$ cat config.mk
export PLATFORM = sky130hd
export DESIGN_NAME = fpadd_sched
export DESIGN_NICKNAME = d
export VERILOG_FILES = /design/src/rtl/fpadd_sched_pkg.sv /design/src/rtl/fpadd_sched_rr_arb2.sv /design/src/rtl/fpadd_sched.sv
export SDC_FILE = /design/constraint.sdc
export NUM_CORES = 1
export LEC_CHECK = 0
export ABC_AREA = 1
export ABC_CLOCK_PERIOD_IN_PS = 3500
export CORE_MARGIN = 3
export CORE_UTILIZATION = 50
export CTS_CLUSTER_DIAMETER = 120
export DETAILED_ROUTE_END_ITERATION = 10
export PLACE_DENSITY = 0.9
export SLEW_MARGIN = 20
export SYNTH_ARGS = -nofsm -noshare
export SYNTH_HDL_FRONTEND = slang
export SYNTH_HIERARCHICAL = 1
export SYNTH_SLANG_ARGS = --single-unit
export TNS_END_PERCENT = 100
$ cat constraint.sdc
create_clock -name clk -period 3.5 [get_ports clk]
set_clock_uncertainty 0.1 [all_clocks]
set_input_delay 0.525 -clock clk [delete_from_list [all_inputs] [get_ports clk]]
set_output_delay 0.525 -clock clk [all_outputs]
set_load 0.005 [all_outputs]
$ cat src/rtl/fpadd_sched_pkg.sv
// fpadd_sched_pkg: shared types and widths for the serial FP-adder scheduler.
package fpadd_sched_pkg;

   localparam int OPW  = 32;   // IEEE-754 single operand / result width
   localparam int CNTW = 8;    // WAIT/COLLECT timeout counter width

   typedef enum logic [2:0] {
      IDLE,
      START,
      SEND_A,
      SEND_B,
      WAIT,
      COLLECT,
      RESP
   } state_e;

endpackage

$ cat src/rtl/fpadd_sched_rr_arb2.sv
// rr_arb2: two-way round-robin arbiter. The pointer favours req[0] out of
// reset and flips to favour the loser after every accepted grant.
module rr_arb2 (
   input  logic       clk,
   input  logic       reset,
   input  logic [1:0] req,
   input  logic       advance,
   output logic [1:0] grant
);

   logic ptr_q, ptr_d;

   // Favoured requester wins if asking; otherwise a lone requester wins
   always_comb begin
      grant = 2'b00;
      if (ptr_q == 1'b0) begin
         grant[0] = req[0];
         grant[1] = req[1] & ~req[0];
      end else begin
         grant[1] = req[1];
         grant[0] = req[0] & ~req[1];
      end
   end

   // After a taken grant, favour the requester that did not win
   always_comb begin
      ptr_d = ptr_q;
      if (advance && (grant != 2'b00)) ptr_d = grant[0];
   end

   // Pointer register
   always_ff @(posedge clk or negedge reset) begin
      if (!reset) ptr_q <= 1'b0;
      else        ptr_q <= ptr_d;
   end

endmodule

$ cat src/rtl/fpadd_sched.sv
// fpadd_sched: arbitrates two operand requesters onto a bit-serial FP adder,
// streams a then b MSB-first, collects the serial result and presents it.
// Optional feature: define FPADD_SCHED_TIMEOUT_EN to abort an operation that
// sits TIMEOUT cycles in WAIT/COLLECT (adder reset pulse, rsp_err=1, rsp_c=0).
module fpadd_sched
   import fpadd_sched_pkg::*;
#(
   parameter int TIMEOUT = 160
) (
   input  logic           clk,
   input  logic           reset,
   input  logic           req0_valid,
   input  logic           req1_valid,
   input  logic [OPW-1:0] req0_a,
   input  logic [OPW-1:0] req0_b,
   input  logic [OPW-1:0] req1_a,
   input  logic [OPW-1:0] req1_b,
   output logic           req0_ready,
   output logic           req1_ready,
   output logic           add_rst,
   output logic           add_go,
   output logic           add_inpab,
   input  logic           add_shift,
   input  logic           add_out_c,
   input  logic           add_over,
   input  logic           add_under,
   input  logic           add_done,
   output logic           rsp_valid,
   output logic           rsp_id,
   output logic           rsp_over,
   output logic           rsp_under,
   output logic           rsp_err,
   output logic [OPW-1:0] rsp_c,
   input  logic           rsp_ready
);

   state_e             state_q, state_d;
   logic [2*OPW-1:0]   op_q, op_d;        // {a,b}, shifted out from the MSB
   logic [5:0]         cnt_q, cnt_d;      // serial bit index 0..63
   logic [OPW-1:0]     rsp_c_q, rsp_c_d;
   logic               rsp_id_q, rsp_id_d;
   logic               rsp_over_q, rsp_over_d;
   logic               rsp_under_q, rsp_under_d;
   logic               rsp_valid_q, rsp_valid_d;
   logic               add_rst_q, add_rst_d;
   logic               add_go_q, add_go_d;
   logic               add_inpab_q, add_inpab_d;
   logic               collect;
   logic [1:0]         arb_req, grant;
   logic               take;
`ifdef FPADD_SCHED_TIMEOUT_EN
   logic [CNTW-1:0]    tmo_q, tmo_d;
   logic               rsp_err_q, rsp_err_d;
`else
   localparam int unused_timeout = TIMEOUT;
`endif

   // add_rst_q stays high until the first edge after reset release, which
   // also keeps ready low for that first cycle
   assign arb_req    = {req1_valid, req0_valid} & {2{(state_q == IDLE) & ~add_rst_q}};
   assign take       = |grant;
   assign req0_ready = grant[0];
   assign req1_ready = grant[1];

   rr_arb2 u_arb (
      .clk     (clk),
      .reset   (reset),
      .req     (arb_req),
      .advance (take),
      .grant   (grant)
   );

   // Next-state, datapath and registered-output decode
   always_comb begin
      state_d     = state_q;
      op_d        = op_q;
      cnt_d       = cnt_q;
      rsp_c_d     = rsp_c_q;
      rsp_id_d    = rsp_id_q;
      rsp_over_d  = rsp_over_q;
      rsp_under_d = rsp_under_q;
      add_rst_d   = 1'b0;
      collect     = 1'b0;
`ifdef FPADD_SCHED_TIMEOUT_EN
      tmo_d       = tmo_q;
      rsp_err_d   = rsp_err_q;
`endif
      case (state_q)
         IDLE: begin
            if (take) begin
               op_d        = grant[1] ? {req1_a, req1_b} : {req0_a, req0_b};
               rsp_id_d    = grant[1];
               rsp_c_d     = '0;
               rsp_over_d  = 1'b0;
               rsp_under_d = 1'b0;
`ifdef FPADD_SCHED_TIMEOUT_EN
               rsp_err_d   = 1'b0;
`endif
               state_d     = START;
            end
         end
         START: begin
            cnt_d   = '0;
`ifdef FPADD_SCHED_TIMEOUT_EN
            tmo_d   = '0;
`endif
            state_d = SEND_A;
         end
         SEND_A, SEND_B: begin
            op_d  = op_q << 1;
            cnt_d = cnt_q + 6'd1;
            if (cnt_q == 6'd31) state_d = SEND_B;
            if (cnt_q == 6'd63) state_d = WAIT;
         end
         // The first add_shift cycle in WAIT already counts as a COLLECT cycle
         WAIT:    collect = add_shift;
         COLLECT: collect = 1'b1;
         RESP:    if (rsp_ready) state_d = IDLE;
         default: state_d = IDLE;
      endcase

      if (collect) begin
         if (add_shift) rsp_c_d = {rsp_c_q[OPW-2:0], add_out_c};
         state_d = COLLECT;
         if (add_done) begin
            rsp_over_d  = add_over;
            rsp_under_d = add_under;
            state_d     = RESP;
         end
      end

`ifdef FPADD_SCHED_TIMEOUT_EN
      // A normal completion in the same cycle takes priority over the abort
      if ((state_q == WAIT) || (state_q == COLLECT)) begin
         tmo_d = tmo_q + 1'b1;
         if ((state_d != RESP) && (tmo_q == CNTW'(TIMEOUT - 1))) begin
            state_d   = RESP;
            rsp_c_d   = '0;
            rsp_err_d = 1'b1;
            add_rst_d = 1'b1;
         end
      end
`endif

      rsp_valid_d = (state_d == RESP);
      add_go_d    = (state_d != START);
      add_inpab_d = ((state_d == SEND_A) || (state_d == SEND_B)) & op_d[2*OPW-1];
   end

   // State and registered outputs
   always_ff @(posedge clk or negedge reset) begin
      if (!reset) begin
         state_q     <= IDLE;
         op_q        <= '0;
         cnt_q       <= '0;
         rsp_c_q     <= '0;
         rsp_id_q    <= 1'b0;
         rsp_over_q  <= 1'b0;
         rsp_under_q <= 1'b0;
         rsp_valid_q <= 1'b0;
         add_rst_q   <= 1'b1;
         add_go_q    <= 1'b1;
         add_inpab_q <= 1'b0;
`ifdef FPADD_SCHED_TIMEOUT_EN
         tmo_q       <= '0;
         rsp_err_q   <= 1'b0;
`endif
      end else begin
         state_q     <= state_d;
         op_q        <= op_d;
         cnt_q       <= cnt_d;
         rsp_c_q     <= rsp_c_d;
         rsp_id_q    <= rsp_id_d;
         rsp_over_q  <= rsp_over_d;
         rsp_under_q <= rsp_under_d;
         rsp_valid_q <= rsp_valid_d;
         add_rst_q   <= add_rst_d;
         add_go_q    <= add_go_d;
         add_inpab_q <= add_inpab_d;
`ifdef FPADD_SCHED_TIMEOUT_EN
         tmo_q       <= tmo_d;
         rsp_err_q   <= rsp_err_d;
`endif
      end
   end

   assign add_rst   = add_rst_q;
   assign add_go    = add_go_q;
   assign add_inpab = add_inpab_q;
   assign rsp_valid = rsp_valid_q;
   assign rsp_id    = rsp_id_q;
   assign rsp_over  = rsp_over_q;
   assign rsp_under = rsp_under_q;
   assign rsp_c     = rsp_c_q;
`ifdef FPADD_SCHED_TIMEOUT_EN
   assign rsp_err   = rsp_err_q;
`else
   assign rsp_err   = 1'b0;
`endif

endmodule

Word-level counts from Yosys, hierarchy flattened --
Index checks and enable logic that the tools add are counted.
Word-level totals: flip-flop bits (word level) 113, output and inout port bits 42
Cells by class: mux-type cells 25, add/sub/neg operators 1, equality and inequality tests 13, bitwise logic cells 8, reduce and logical (&&, ||, !) cells 11
Operators with widths (number):
- two-way mux 32 bit | 4
- two-way mux 64 bit | 2
- case mux 64 bit (2 select lines) | 1
- two-way mux 3 bit | 5
- case mux 3 bit (5 select lines) | 1
- equality test 3 x 2 -> 1 bit, second input constant | 4
- equality test 3 bit, second input constant | 4
- case mux 6 bit (2 select lines) | 1
- two-way mux 1 bit | 8
- adder 6 x 1 -> 6 bit, second input constant | 1
- equality test 6 x 5 -> 1 bit, second input constant | 1
- equality test 6 bit, second input constant | 1
- nonzero test 2 bit | 3
- OR reduction 2 bit | 3
- AND 1 bit | 4
- two-way mux 2 bit | 2
- AND reduction 2 bit | 2
- equality test 3 x 1 -> 1 bit, second input constant | 1
- zero test 3 bit | 1
- != test 3 x 1 -> 1 bit, second input constant | 1
- NOT 1 bit | 3
- AND 2 bit | 1
- != test 2 x 1 -> 1 bit, second input constant | 1
- case mux 1 bit (2 select lines) | 1
- 2 further kinds | 2

Longest topological paths before layout --
Gate-level depths: netlist of run 1.
depth in word-level cells 13, mapped depth 13, depth with buffers taken out 12

Cells and area by module --
The synthesis of run 1 kept the hierarchy.
Modules (own cells, without submodules):
- fpadd_sched | area each 5535.3 µm², times used 1, sequential area each 2805.2 µm², cells each 663
- rr_arb2 | area each 60.1 µm², times used 1, sequential area each 25.0 µm², cells each 8

Worst setup path before layout of run 1 --
OpenSTA, ideal clock, no wires.
path type flip-flop to flip-flop, start point register state_q[1], end point register op_q[10], arrival 2.070 ns, stages on the path, launching flop included 11, setup slack 1.199 ns, clock period less this slack 2.301 ns, path buffers 2, required time 3.270 ns, path through dfrtp_1 -> nor2_1 -> nand2_1 -> nor3b_1 -> a21boi_1 -> inv_1 -> clkbuf_1 -> clkbuf_1 -> or2_2 -> o211ai_1 -> nand3_1
Between the ends: elaborated cells between the ends (all ways) 18, those cells by class 3 x eq/ne; 4 x mux; 6 x bitwise; 5 x reduce/logical
RTL lines:
- from (decl) | line fpadd_sched.sv:37 | state_e state_q, state_d;
- from (signal assigned) | line fpadd_sched.sv:169 | state_q <= state_d;
- zero test 3 bit (*) | line fpadd_sched.sv:60 | assign arb_req = {req1_valid, req0_valid} & {2{(state_q == IDLE) & ~add_rst_q}};
- AND 1 bit (*) | line fpadd_sched.sv:60
- AND 2 bit (*) | line fpadd_sched.sv:60
- via arb_req[1] | line fpadd_sched.sv:49 | logic [1:0] arb_req, grant;
- AND 1 bit | line fpadd_sched_rr_arb2.sv:18 | grant[1] = req[1] & ~req[0];
- two-way mux 2 bit (*) | line fpadd_sched_rr_arb2.sv:16 | if (ptr_q == 1'b0) begin
- via req1_ready | line fpadd_sched.sv:19 | output logic req1_ready,
- two-way mux 64 bit or OR reduction 2 bit (tied branches) | line fpadd_sched.sv:91, fpadd_sched.sv:61
- two-way mux 64 bit or != test 2 x 1 -> 1 bit (tied branches)
- case mux 64 bit (2 select lines) or AND reduction 2 bit (tied branches)
- to (signal assigned) | line fpadd_sched.sv:170 | op_q <= op_d;
- to (decl) | line fpadd_sched.sv:38 | logic [2*OPW-1:0] op_q, op_d;
Mark *: on every way through the listed nets, which the timed path passes. The rest lies on a longest branch. The select of a mux whose other input is x is not followed. A chain may end at the register's enable or synchronous reset.

Worst setup path in the final report of run 1 --
start point register state_q[1], end point output req0_ready
Between the ends: elaborated cells between the ends (all ways) 6, those cells by class 1 x mux; 4 x bitwise; 1 x reduce/logical
RTL lines:
- zero test 3 bit (*) | line fpadd_sched.sv:60
- AND 1 bit (*) | line fpadd_sched.sv:60
- AND 2 bit (*) | line fpadd_sched.sv:60
- via arb_req[0] | line fpadd_sched.sv:49
- AND 1 bit | line fpadd_sched_rr_arb2.sv:21 | grant[0] = req[0] & ~req[1];
- two-way mux 2 bit (*) | line fpadd_sched_rr_arb2.sv:16
- to (decl) | line fpadd_sched.sv:18 | output logic req0_ready,
Mark *: on every way through the listed nets, which the timed path passes. The rest lies on a longest branch.

==> flow_summary.yaml, run 1 <==
place:
  dpl.hpwl_um: 11000
  pre_cts_slack_ns: 0.329
  gp_congestion: 0.866
  io_buffers: 178
synth:
  yosys.area.top_type: "dfrtp_1"
  syn_area_mm2: 0.00560
  synth-seq-cells: 113
  synth_edf_count: 0
  avgSynthCellArea_um2: 8.34
  yosysWarnings: 6
  ys_seq_area_frac: 0.506
  synth-async-reset-ratio: 1.00
  netlist_instances: 671
  yosysMostFrequentCell: "nand2_1"
  synth_common_cells: "191 x nand2_1, 140 x nand3_1, 111 x dfrtp_1, 63 x o211ai_1, 62 x or2_2"
  netlist-cell-type-count: 28
  synthFlopType: "dfrtp_1"
  synthTopCellsByArea: "dfrtp_1 50%, nand2_1 13%, nand3_1 13%"
  synth_top_area_frac: 0.496
clock_tree:
  cts_setup_buffers: 0
  cts_resized: 0
  cts.reportedPaths.clkPinSlew_ns: 0.05
  cts_sinks: 113
  cts_buffer_depth: 2
  cts_buffers: 17
  cts_hold_buf: 1
  htreeDepth: 4
  clockRootBuffer: "clkbuf_8"
  clk_latency_ns: 0.52
  tritoncts: "built"
setup_path:
  startpoint_type: "register"
  path_max_fanout: 5
  required_ns: 2.87
  crit_type: "reg -> out"
  arrival_ns: 2.56
  crit_path_end_kind: "output port"
cells_and_area:
  fillers: 697
  drive_above_1_share: 0.135
  final_nets: 970
  num_antenna_cells: 0
  multi_input_area_mm2: 0.00250
  area_delta_synth_final_pct: 43.4
  seq_area_mm2: 0.00283
timing:
  setup-violations-final: 0
  fin_crit_ns: 3.19
  clock.fmax_mhz: 314
  tightest_slew_ns: 1.08
  finalMaxSlewViolations: 0
  rsz0062_at_grt: "no"
  hold_viol_final: 0
  setup_tns_ns: 0
  worst_slack_ns: 0.314
  relSlewSlack: 0.281
  fin_crit_sh: 0.910
pwr:
  p_comb_frac: 0.265
  ir_drop_uv: 320
  p_int_w: 0.00317
  netSwitchingFraction: 0.332
  p_per_area_mw_per_mm2: 592
  p_seq_frac: 0.388
  clockPowerShare: 0.347
  netSwitchingPower_w: 0.00158
  leakage_nw: 3.62
drt:
  initialDrtViolationCount: 488
  ant_nets: 0
  drc: 0
  routed_wl_um: 16800
  dr_total_vias: 5454
  viasPerCell: 5.57
  wl_per_cell_um: 17.2
  first_pass_iters: 7
status:
  status: "complete, no violations"
floorplanning:
  dieHeight_um: 112
  chipWidth_um: 112
  io_pins: 180
  core.rowCount: 37
  die-area_mm2: 0.0125
  start_util: 0.528
  core_mm2: 0.0106
worst_hold_path:
  hp-class: "reg -> reg"
grt:
  grt_pass1_wl_um: 27800
  antenna_found_initial: 0
  grt_pass1_vias: 5559
  grt_use_total: 0.274
  grt-ovfl-total: 0
  grt_max_degree: 72
flow_run:
  drv_cap: 0
-- registers in the layout, summed over array words and instances (netlist names), 3 cells and up --
name / flops
op_q: 64
cnt_q: 6
state_q: 3
rsp_c: 32
-- critical path, stage by stage (launching register included) --
cell and delay (ns):
dfrtp_1 0.45, nor2_1 0.18, nand2_1 0.13, nor3b_1 0.20
buf_4 0.17, a21boi_0 0.33, clkdlybuf4s50_1 0.58
-- routing by layer --
layer	track usage	vias to the layer above	part of all wire	wire length, µm
met4	0.0827	0	0.015	255
li1	-	2580	-	-
met5	0	-	0	0
met3	0.0957	29	0.086	1440
met2	0.446	232	0.48	8080
met1	0.346	2613	0.42	7040
-- stage by stage --
stage	cells	area (µm²)	total power, W	utilization	hold WS [ns]
3_5_place_dp	947	7440	0.00308	0.702	0.383
5_1_grt	980	8020	0.00500	0.757	0.421
4_1_cts	980	8020	0.00476	0.757	0.397
2_1_floorplan	672	5600	0.00264	-	0.129
3_3_place_gp	947	7440	0.00299	0.702	0.372
6_report	980	8020	0.00475	0.757	0.395
-- kinds of logic (layout without fill, tap and decap cells) --
logic type,count (synthesis),after routing,share of synthesized area
buffers and inverters,67,239,0.0503
AOI/OAI and AO/OA,77,77,0.0993
adders and majority gates,1,1,0.00224
and+or+nand+nor,412,412,0.342
other,1,2,0.000670
DFF,113,113,0.506
-- final timing paths --
path | from | end | slack (ns) | depth (start not counted)
hold / removal | op_q[34] | op_q[35] | 0.40 | 2
setup reg to reg | state_q[1] | op_q[61] | 0.36 | 11
hold reg to reg | op_q[34] | op_q[35] | 0.40 | 2
setup / recovery | state_q[1] | req0_ready | 0.31 | 6
min in group asynchronous | reset | op_q[52] | 0.48 | 2
max in group asynchronous | reset | add_rst | 1.99 | 3
-- power groups by stage --
stage	combinational, W	clock [W]	sequential, W
2_1_floorplan	0.000852	0	0.00179
3_3_place_gp	0.00116	0	0.00182
3_5_place_dp	0.00123	0	0.00184
4_1_cts	0.00126	0.00166	0.00183
5_1_grt	0.00140	0.00173	0.00187
6_report	0.00126	0.00165	0.00184
-- final cells by class --
cell class / instances / area share
clock inverter: 13 / 0.0172
inverter: 19 / 0.00889
sequential: 113 / 0.353
timing repair buffer: 188 / 0.235
multi-input combinational: 492 / 0.311
tap: 136 / 0.0212
clock buffer: 19 / 0.0538
-- cell usage in the layout (no fill, tap or decap), types with 3 or more instances in the layout --
cell	count
dfrtp_1	111
o21ai_1	3
inv_2	6
nor2_1	9
clkinvlp_4	6
clkdlybuf4s50_1	177
nand3_1	140
clkinv_2	3
inv_1	13
or2_2	62
nand2_1	191
a21oi_1	3
o211ai_1	63
clkbuf_16	16
o21ai_0	3
buf_4	8
Note: power is estimated with default switching activity, not from simulation.
==> run 2: changes to the inputs <==
Settings changed: PLACE_DENSITY 0.9 to 0.87.
==> flow_summary.yaml, run 2 (synthesis gave the netlist of run 1 again) <==
drt:
  routed_wl_um: 17000
  viasPerCell: 5.58
  first_pass_iters: 6
  initialDrtViolationCount: 554
  dr_total_vias: 5460
  drc: 0
  ant_nets: 0
  wl_per_cell_um: 17.3
cells_and_area:
  final_cell_mix: "191 x nand2_1, 177 x clkdlybuf4s50_1, 140 x nand3_1"
  utilization: 0.763
  num_antenna_cells: 0
  area_delta_synth_final_pct: 44.5
  drive_above_1_share: 0.134
  final_cells: 979
  layout_commonest_cell: "nand2_1"
  largest_reg_flops: 64
  max_flop_register: "op_q"
  final_nets: 969
floorplanning:
  core.rowCount: 37
  dieHeight_um: 112
  die-area_mm2: 0.0125
  start_util: 0.528
  core_mm2: 0.0106
  io_pins: 180
  chipWidth_um: 112
flow_run:
  drv_cap: 0
grt:
  grt_pass1_vias: 5611
  antenna_found_initial: 0
  grt_max_degree: 72
  grt_pass1_wl_um: 28100
  grt_use_total: 0.276
  grt-ovfl-total: 0
timing:
  setup-violations-final: 0
  hold_viol_final: 4
  fin_crit_ns: 3.13
  finalMaxSlewViolations: 0
  clock.fmax_mhz: 320
  fin_crit_sh: 0.893
  hold-worst-slack_ns: -0.00217
  tightest_slew_ns: 1.03
  worst_slack_ns: 0.373
  setup_tns_ns: 0
  rsz0062_at_grt: "no"
  relSlewSlack: 0.313
clock_tree:
  cts_buffer_depth: 2
  tritoncts: "built"
  cts_resized: 0
  htreeDepth: 4
  cts_hold_buf: 0
  cts_sinks: 113
  clockRootBuffer: "clkbuf_8"
  cts.reportedPaths.clkPinSlew_ns: 0.06
  clk_latency_ns: 0.52
  cts_setup_buffers: 0
  cts_buffers: 17
setup_path:
  required_ns: 2.87
  r2r-start: "state_q[1]"
  cp_slowest_stage_delay_ns: 0.58
  reg2reg_depth: 11
  startpoint_type: "register"
  r2r_setup_slack_ns: 0.47
  r2r-end: "op_q[29]"
  path_cells: "nor2_1, nand2_1, nor3b_1, buf_4, a21boi_0, clkdlybuf4s50_1"
  crit_family: "buffers and inverters"
  critPathBufInv: 2
  crit_type: "reg -> out"
  crit_path_end_kind: "output port"
  cp_slowest_cell: "clkdlybuf4s50_1"
  path_max_fanout: 5
  arrival_ns: 2.50
worst_hold_path:
  hp-class: "in -> async"
status:
  violations: "hold timing"
  status: "finished, violations left"
pwr:
  p_total_w: 0.00499
  leakage_nw: 3.67
  ir_drop_uv: 376
  p_per_area_mw_per_mm2: 617
place:
  io_buffers: 178
  pre_cts_slack_ns: 0.332
  dpl.hpwl_um: 11200
  gp_congestion: 0.852
  dp_cells: 947
==> run 2: area by class of cell <==
| type | instances | area [µm²] |
|---|---|---|
| tap | 136 | 170 |
| sequential | 113 | 2830 |
| timing repair buffer | 187 | 1870 |
| multi-input combinational | 492 | 2500 |
| inverter | 19 | 71.3 |
| clock buffer | 22 | 463 |
| clock inverter | 10 | 181 |
| fill | 696 | 2510 |
==> run 2: power breakdown <==
part | internal, W | total [W] | switching, W | leakage, nW
logic | 0.000515 | 0.00126 | 0.000745 | 1.84
clock network | 0.00128 | 0.00188 | 0.000601 | 0.315
registers | 0.00163 | 0.00185 | 0.000215 | 1.51
==> run 2: worst max-delay path by stage <==
stage               start         end  slack, ns  depth (start not counted)
2_1_floorplan  state_q[1]    op_q[10]       1.20                         10
3_3_place_gp   req1_valid    op_q[27]       0.53                         10
3_5_place_dp   req1_valid     op_q[3]       0.33                         10
4_1_cts        state_q[1]  req0_ready       0.37                          6
5_1_grt        state_q[1]     op_q[3]       0.11                         11
6_report       state_q[1]  req0_ready       0.37                          6
==> run 2: metrics by stage <==
step / hold slack [ns] / area (µm²)
2_1_floorplan: 0.129 / 5600
3_5_place_dp: 0.383 / 7440
5_1_grt: 0.0577 / 8090
6_report: -0.00217 / 8090
4_1_cts: 0.0388 / 8090
3_3_place_gp: 0.374 / 7440
==> run 2: per-layer routing <==
metal / vias to the layer above / GRT usage / routed length [µm]
met1: 2600 / 0.351 / 7050
met3: 33 / 0.0897 / 1390
li1: 2575 / - / -
met5: - / 0 / 0
met2: 252 / 0.458 / 8280
met4: 0 / 0.0665 / 252
==> run 3: changes to the inputs <==
Settings changed: CORE_UTILIZATION 50 to 60, DONT_BUFFER_PORTS from default to 1, PLACE_DENSITY 0.87 to 0.77.
==> flow_summary.yaml, run 3 (synthesis gave the netlist of run 1 again) <==
status:
  status: "complete, no violations"
worst_hold_path:
  whs_path_depth: 2
  min_to: "rsp_over"
  min-delay-start: "add_over"
  hp-class: "in -> reg"
timing:
  rsz0062_at_grt: "no"
  fin_crit_sh: 0.882
  setup-violations-final: 0
  tightest_slew_ns: 1.03
  hold_viol_final: 0
  setup_tns_ns: 0
  relSlewSlack: 0.309
  clock.fmax_mhz: 324
  finalMaxSlewViolations: 0
  fin_crit_ns: 3.09
  hold-worst-slack_ns: 0.0451
drt:
  ant_nets: 0
  routed_wl_um: 12900
  first_pass_iters: 5
  drc: 0
  initialDrtViolationCount: 171
  viasPerCell: 5.99
  wl_per_cell_um: 16.6
  dr_total_vias: 4651
place:
  gp_congestion: 0.799
  placedInstanceArea_mm2: 0.00561
  io_buffers: 0
  dpl.hpwl_um: 8220
grt:
  grt-ovfl-total: 0
  grt_pass1_vias: 4293
  antenna_found_initial: 2
  grt_use_total: 0.244
  grt_max_degree: 114
  grt_pass1_wl_um: 19900
setup_path:
  cp_slowest_stage_delay_ns: 0.72
  startpoint_type: "register"
  required_ns: 3.82
  crit_path_end_kind: "register"
  crit_family: "simple AND/OR/NAND/NOR gates"
  cp_slowest_cell: "inv_2"
  r2r-end: "op_q[6]"
  critPathBufInv: 3
  r2r-start: "state_q[0]"
  path_max_fanout: 63
  path_cells: "nor2_1, nand2_1, nor3b_1, a21boi_0, buf_4, inv_1, nand2_1, nand3_1, nand2_1, inv_2, nand2_1, nand3_1"
  reg2reg_depth: 12
  crit_top_cell: "nand2_1"
  crit_type: "reg -> reg"
  arrival_ns: 3.41
  r2r_setup_slack_ns: 0.41
clock_tree:
  cts.reportedPaths.clkPinSlew_ns: 0.05
  cts_resized: 0
  cts_buffer_depth: 2
  clockRootBuffer: "clkbuf_8"
  tritoncts: "built"
  htreeDepth: 4
  cts_sinks: 113
  cts_buffers: 17
  clk_latency_ns: 0.50
pwr:
  p_int_w: 0.00337
  leakage_nw: 3.01
  clockPowerShare: 0.405
  netSwitchingPower_w: 0.00145
  p_per_area_mw_per_mm2: 762
  p_seq_frac: 0.380
  ir_drop_uv: 449
  p_comb_frac: 0.215
  netSwitchingFraction: 0.301
cells_and_area:
  final_cell_mix: "191 x nand2_1, 140 x nand3_1, 111 x dfrtp_1"
  layout_commonest_cell: "nand2_1"
  drive_above_1_share: 0.168
  largest_reg_flops: 64
  final_nets: 792
  max_flop_register: "op_q"
  design_area_mm2: 0.00633
  fillers: 681
  area_delta_synth_final_pct: 13.1
  utilization: 0.712
floorplanning:
  start_util: 0.629
  dieHeight_um: 103
  io_pins: 180
  core.rowCount: 34
  die-area_mm2: 0.0105
  core_mm2: 0.00889
  chipWidth_um: 103
flow_run:
  drv_cap: 0
[run 3: timing repair]
item,4_1_cts,5_1_grt
endpoints found under the hold margin,113,0
hold buffers,2,0
setup buffers,0,0
[run 3: stage by stage]
stage,std cells,setup WS [ns],total power (W)
6_report,777,0.414,0.00482
5_1_grt,776,0.0785,0.00511
4_1_cts,774,0.394,0.00486
3_5_place_dp,740,0.500,0.00285
3_3_place_gp,740,0.700,0.00279
2_1_floorplan,672,1.20,0.00264
[run 3: power by group through the flow]
stage                     Clock [W]  Combinational [W]  Sequential [W]
after floorplan                   0           0.000852         0.00179
after global placement            0           0.000960         0.00183
after detailed placement          0            0.00101         0.00184
after CTS                   0.00198            0.00105         0.00183
after global routing        0.00204            0.00119         0.00187
final                       0.00195            0.00104         0.00183
[run 3: area by class of cell]
cell class / count / area [µm²] / share of cell area
clock inverter: 9 / 201 / 0.0318
clock buffer: 23 / 477 / 0.0753
multi-input combinational: 492 / 2500 / 0.395
inverter: 19 / 71.3 / 0.0113
sequential: 113 / 2830 / 0.447
antenna: 3 / 7.51 / 0.00119
tap: 108 / 135 / 0.0213
timing repair buffer: 10 / 110 / 0.0174
[run 3: per-layer routing]
metal	GRT usage	share of wire
met1	0.305	0.40
met2	0.396	0.50
met3	0.0792	0.081
met4	0.0979	0.015
met5	0	0
[run 3: worst max-delay path by stage]
stage,from,to,slack [ns],cells after the start
after global routing,state_q[1],op_q[6],0.08,12
after floorplan,state_q[1],op_q[10],1.20,10
final,state_q[0],op_q[6],0.41,12
after global placement,state_q[1],op_q[52],0.70,12
after CTS,state_q[1],op_q[6],0.39,12
after detailed placement,state_q[1],op_q[55],0.50,12
==> RTL change, RTL diff (settings of run 3) <==
The option `FPADD_SCHED_TIMEOUT_EN` is turned on by a define.
--- a/src/rtl/fpadd_sched.sv
+++ b/src/rtl/fpadd_sched.sv
@@ -2,6 +2,8 @@
 // streams a then b MSB-first, collects the serial result and presents it.
 // Optional feature: define FPADD_SCHED_TIMEOUT_EN to abort an operation that
 // sits TIMEOUT cycles in WAIT/COLLECT (adder reset pulse, rsp_err=1, rsp_c=0).
+`define FPADD_SCHED_TIMEOUT_EN
+
 module fpadd_sched
    import fpadd_sched_pkg::*;
 #(
Formal check against the unedited RTL: same outputs for any inputs over 10 cycles, from zero or initial values and one cycle with reset low; that may be too few to reach the edited logic, so the function may still have changed.
==> RTL change against run 3 <==
Cell area up 7.4%; synthesized area increased by 10%; worst hold slack better by 0.021 ns; wire length grew 6.9%; setup slack worse by 0.038 ns; total power increased by 7.8%; sequential cell count rose by 9; critical endpoint is now op_q[47].
==> RTL change: results (changes against run 3) <==
| Metric | Value |
|---|---|
| Destination of the worst register-to-register timing path | `op_q[47] (was op_q[6])` |
| Proportion of cell area spent on the clock network | `0.0817 (was 0.107)` |
| Met1 wire length | `6080 µm (was 5180 µm)` |
| Proportion of synthesized chip area in sequential cells | `0.496 (was 0.506)` |
| Detail Route met2 WL | `6700 µm (was 6460 µm)` |
| DP Area | `6210 µm² (was 5610 µm²)` |
| Total area of sequential cells | `3060 µm² (was 2830 µm²)` |
| Total length of routed met3 wires | `820 µm (was 1050 µm)` |
| Antenna violations before repair | `0 (was 2)` |
| Post-route clock period utilization | `0.893 (was 0.882)` |
| Count of inverters other than clock inverters in the layout | `88 (was 19)` |
| DRC marker count from the first detailed-route iteration | `345 (was 171)` |
| Detail-routed via count per cell | `6.00 (was 5.99)` |
| Signal arrival time at the worst endpoint | `3.36 ns (was 3.41 ns)` |
| Worst setup slack after placement | `0.399 ns (was 0.500 ns)` |
| Run status | `finished clean (unchanged)` |
| Tot GR Track Use | `0.242 (was 0.244)` |
| Routed Wire Length | `13800 µm (was 12900 µm)` |
| Worst slack on hold paths | `0.0663 ns (was 0.0451 ns)` |
| Clock sink count | `122 (was 113)` |
| Top area cells in the synthesized netlist | `sky130_fd_sc_hd__dfrtp_1 (49%), sky130_fd_sc_hd__o221ai_1 (8.8%), sky130_fd_sc_hd__o211ai_1 (7.7%) (was sky130_fd_sc_hd__dfrtp_1 (50%), sky130_fd_sc_hd__nand2_1 (13%), sky130_fd_sc_hd__nand3_1 (13%))` |
| Cells on worst reg2reg path | `10 (was 12)` |
| Vias in the first global route | `4781 (was 4293)` |
| Routed wire per std cell | `16.8 µm (was 16.6 µm)` |
| Met2 track utilization from global routing | `0.382 (was 0.396)` |
| Largest net degree at the start of global routing | `123 (was 114)` |
| Crit-path slowest cell | `sky130_fd_sc_hd__nor3b_1 (was sky130_fd_sc_hd__inv_2)` |
| Final Net Count | `815 (was 792)` |
| Leakage power summed over all cells | `3.10 nW (was 3.01 nW)` |
| First drt pass iteration count | `4 (was 5)` |
| Most common library cells after synthesis | `sky130_fd_sc_hd__dfrtp_1 (120), sky130_fd_sc_hd__nand2_1 (111), sky130_fd_sc_hd__inv_1 (83) (was sky130_fd_sc_hd__nand2_1 (191), sky130_fd_sc_hd__nand3_1 (140), sky130_fd_sc_hd__dfrtp_1 (111))` |
| Cells after Synth | `695 (was 671)` |
| Fraction of final layout cells sized beyond drive strength 1 | `0.150 (was 0.168)` |
| Worst reg2reg setup slack | `0.38 ns (was 0.41 ns)` |
| Layout buffer count excluding clock buffers | `11 (was 10)` |
| GRT met3 Usage | `0.0678 (was 0.0792)` |
| Max incr delay on CP | `0.53 ns (was 0.72 ns)` |
| First-pass GRT wire length | `22500 µm (was 19900 µm)` |
| Max rail drop VDD | `468 µV (was 449 µV)` |
| Post-DP HPWL | `9190 µm (was 8220 µm)` |
==> RTL change: cell count changes in the layout (fill, tap and decap cells not counted), sizes merged, moves of 6 or more <==
cell and change:
nand3 -114, nand2 -77, inv +73, o221ai +62
o21ai +37, a21oi +30, dfrtp +9, nor2 +7
clkbuf -6
==> RTL change: logic make-up (layout without fill, tap and decap cells) <==
group	Yosys count	in the layout	synth area share
simple gates	225	225	0.175
compound gates	208	208	0.236
buf+inv	138	131	0.0897
flops	122	122	0.496
fa+ha+maj	2	2	0.00406
==> RTL change: worst register-to-register path, delay by kind of cell (launching register included) <==
| kind | cells | cell delay [ns] |
|---|---|---|
| buffers and inverters | 2 | 0.59 |
| flip-flops | 1 | 0.42 |
| AO/OA/AOI/OAI | 2 | 0.56 |
| AND/OR/NAND/NOR | 6 | 1.27 |
==> RTL change: power by group <==
group	switching, mW	total (mW)	internal (mW)
combinational	0.788	1.31	0.521
clock	0.649	1.60	0.951
sequential	0.341	2.29	1.95
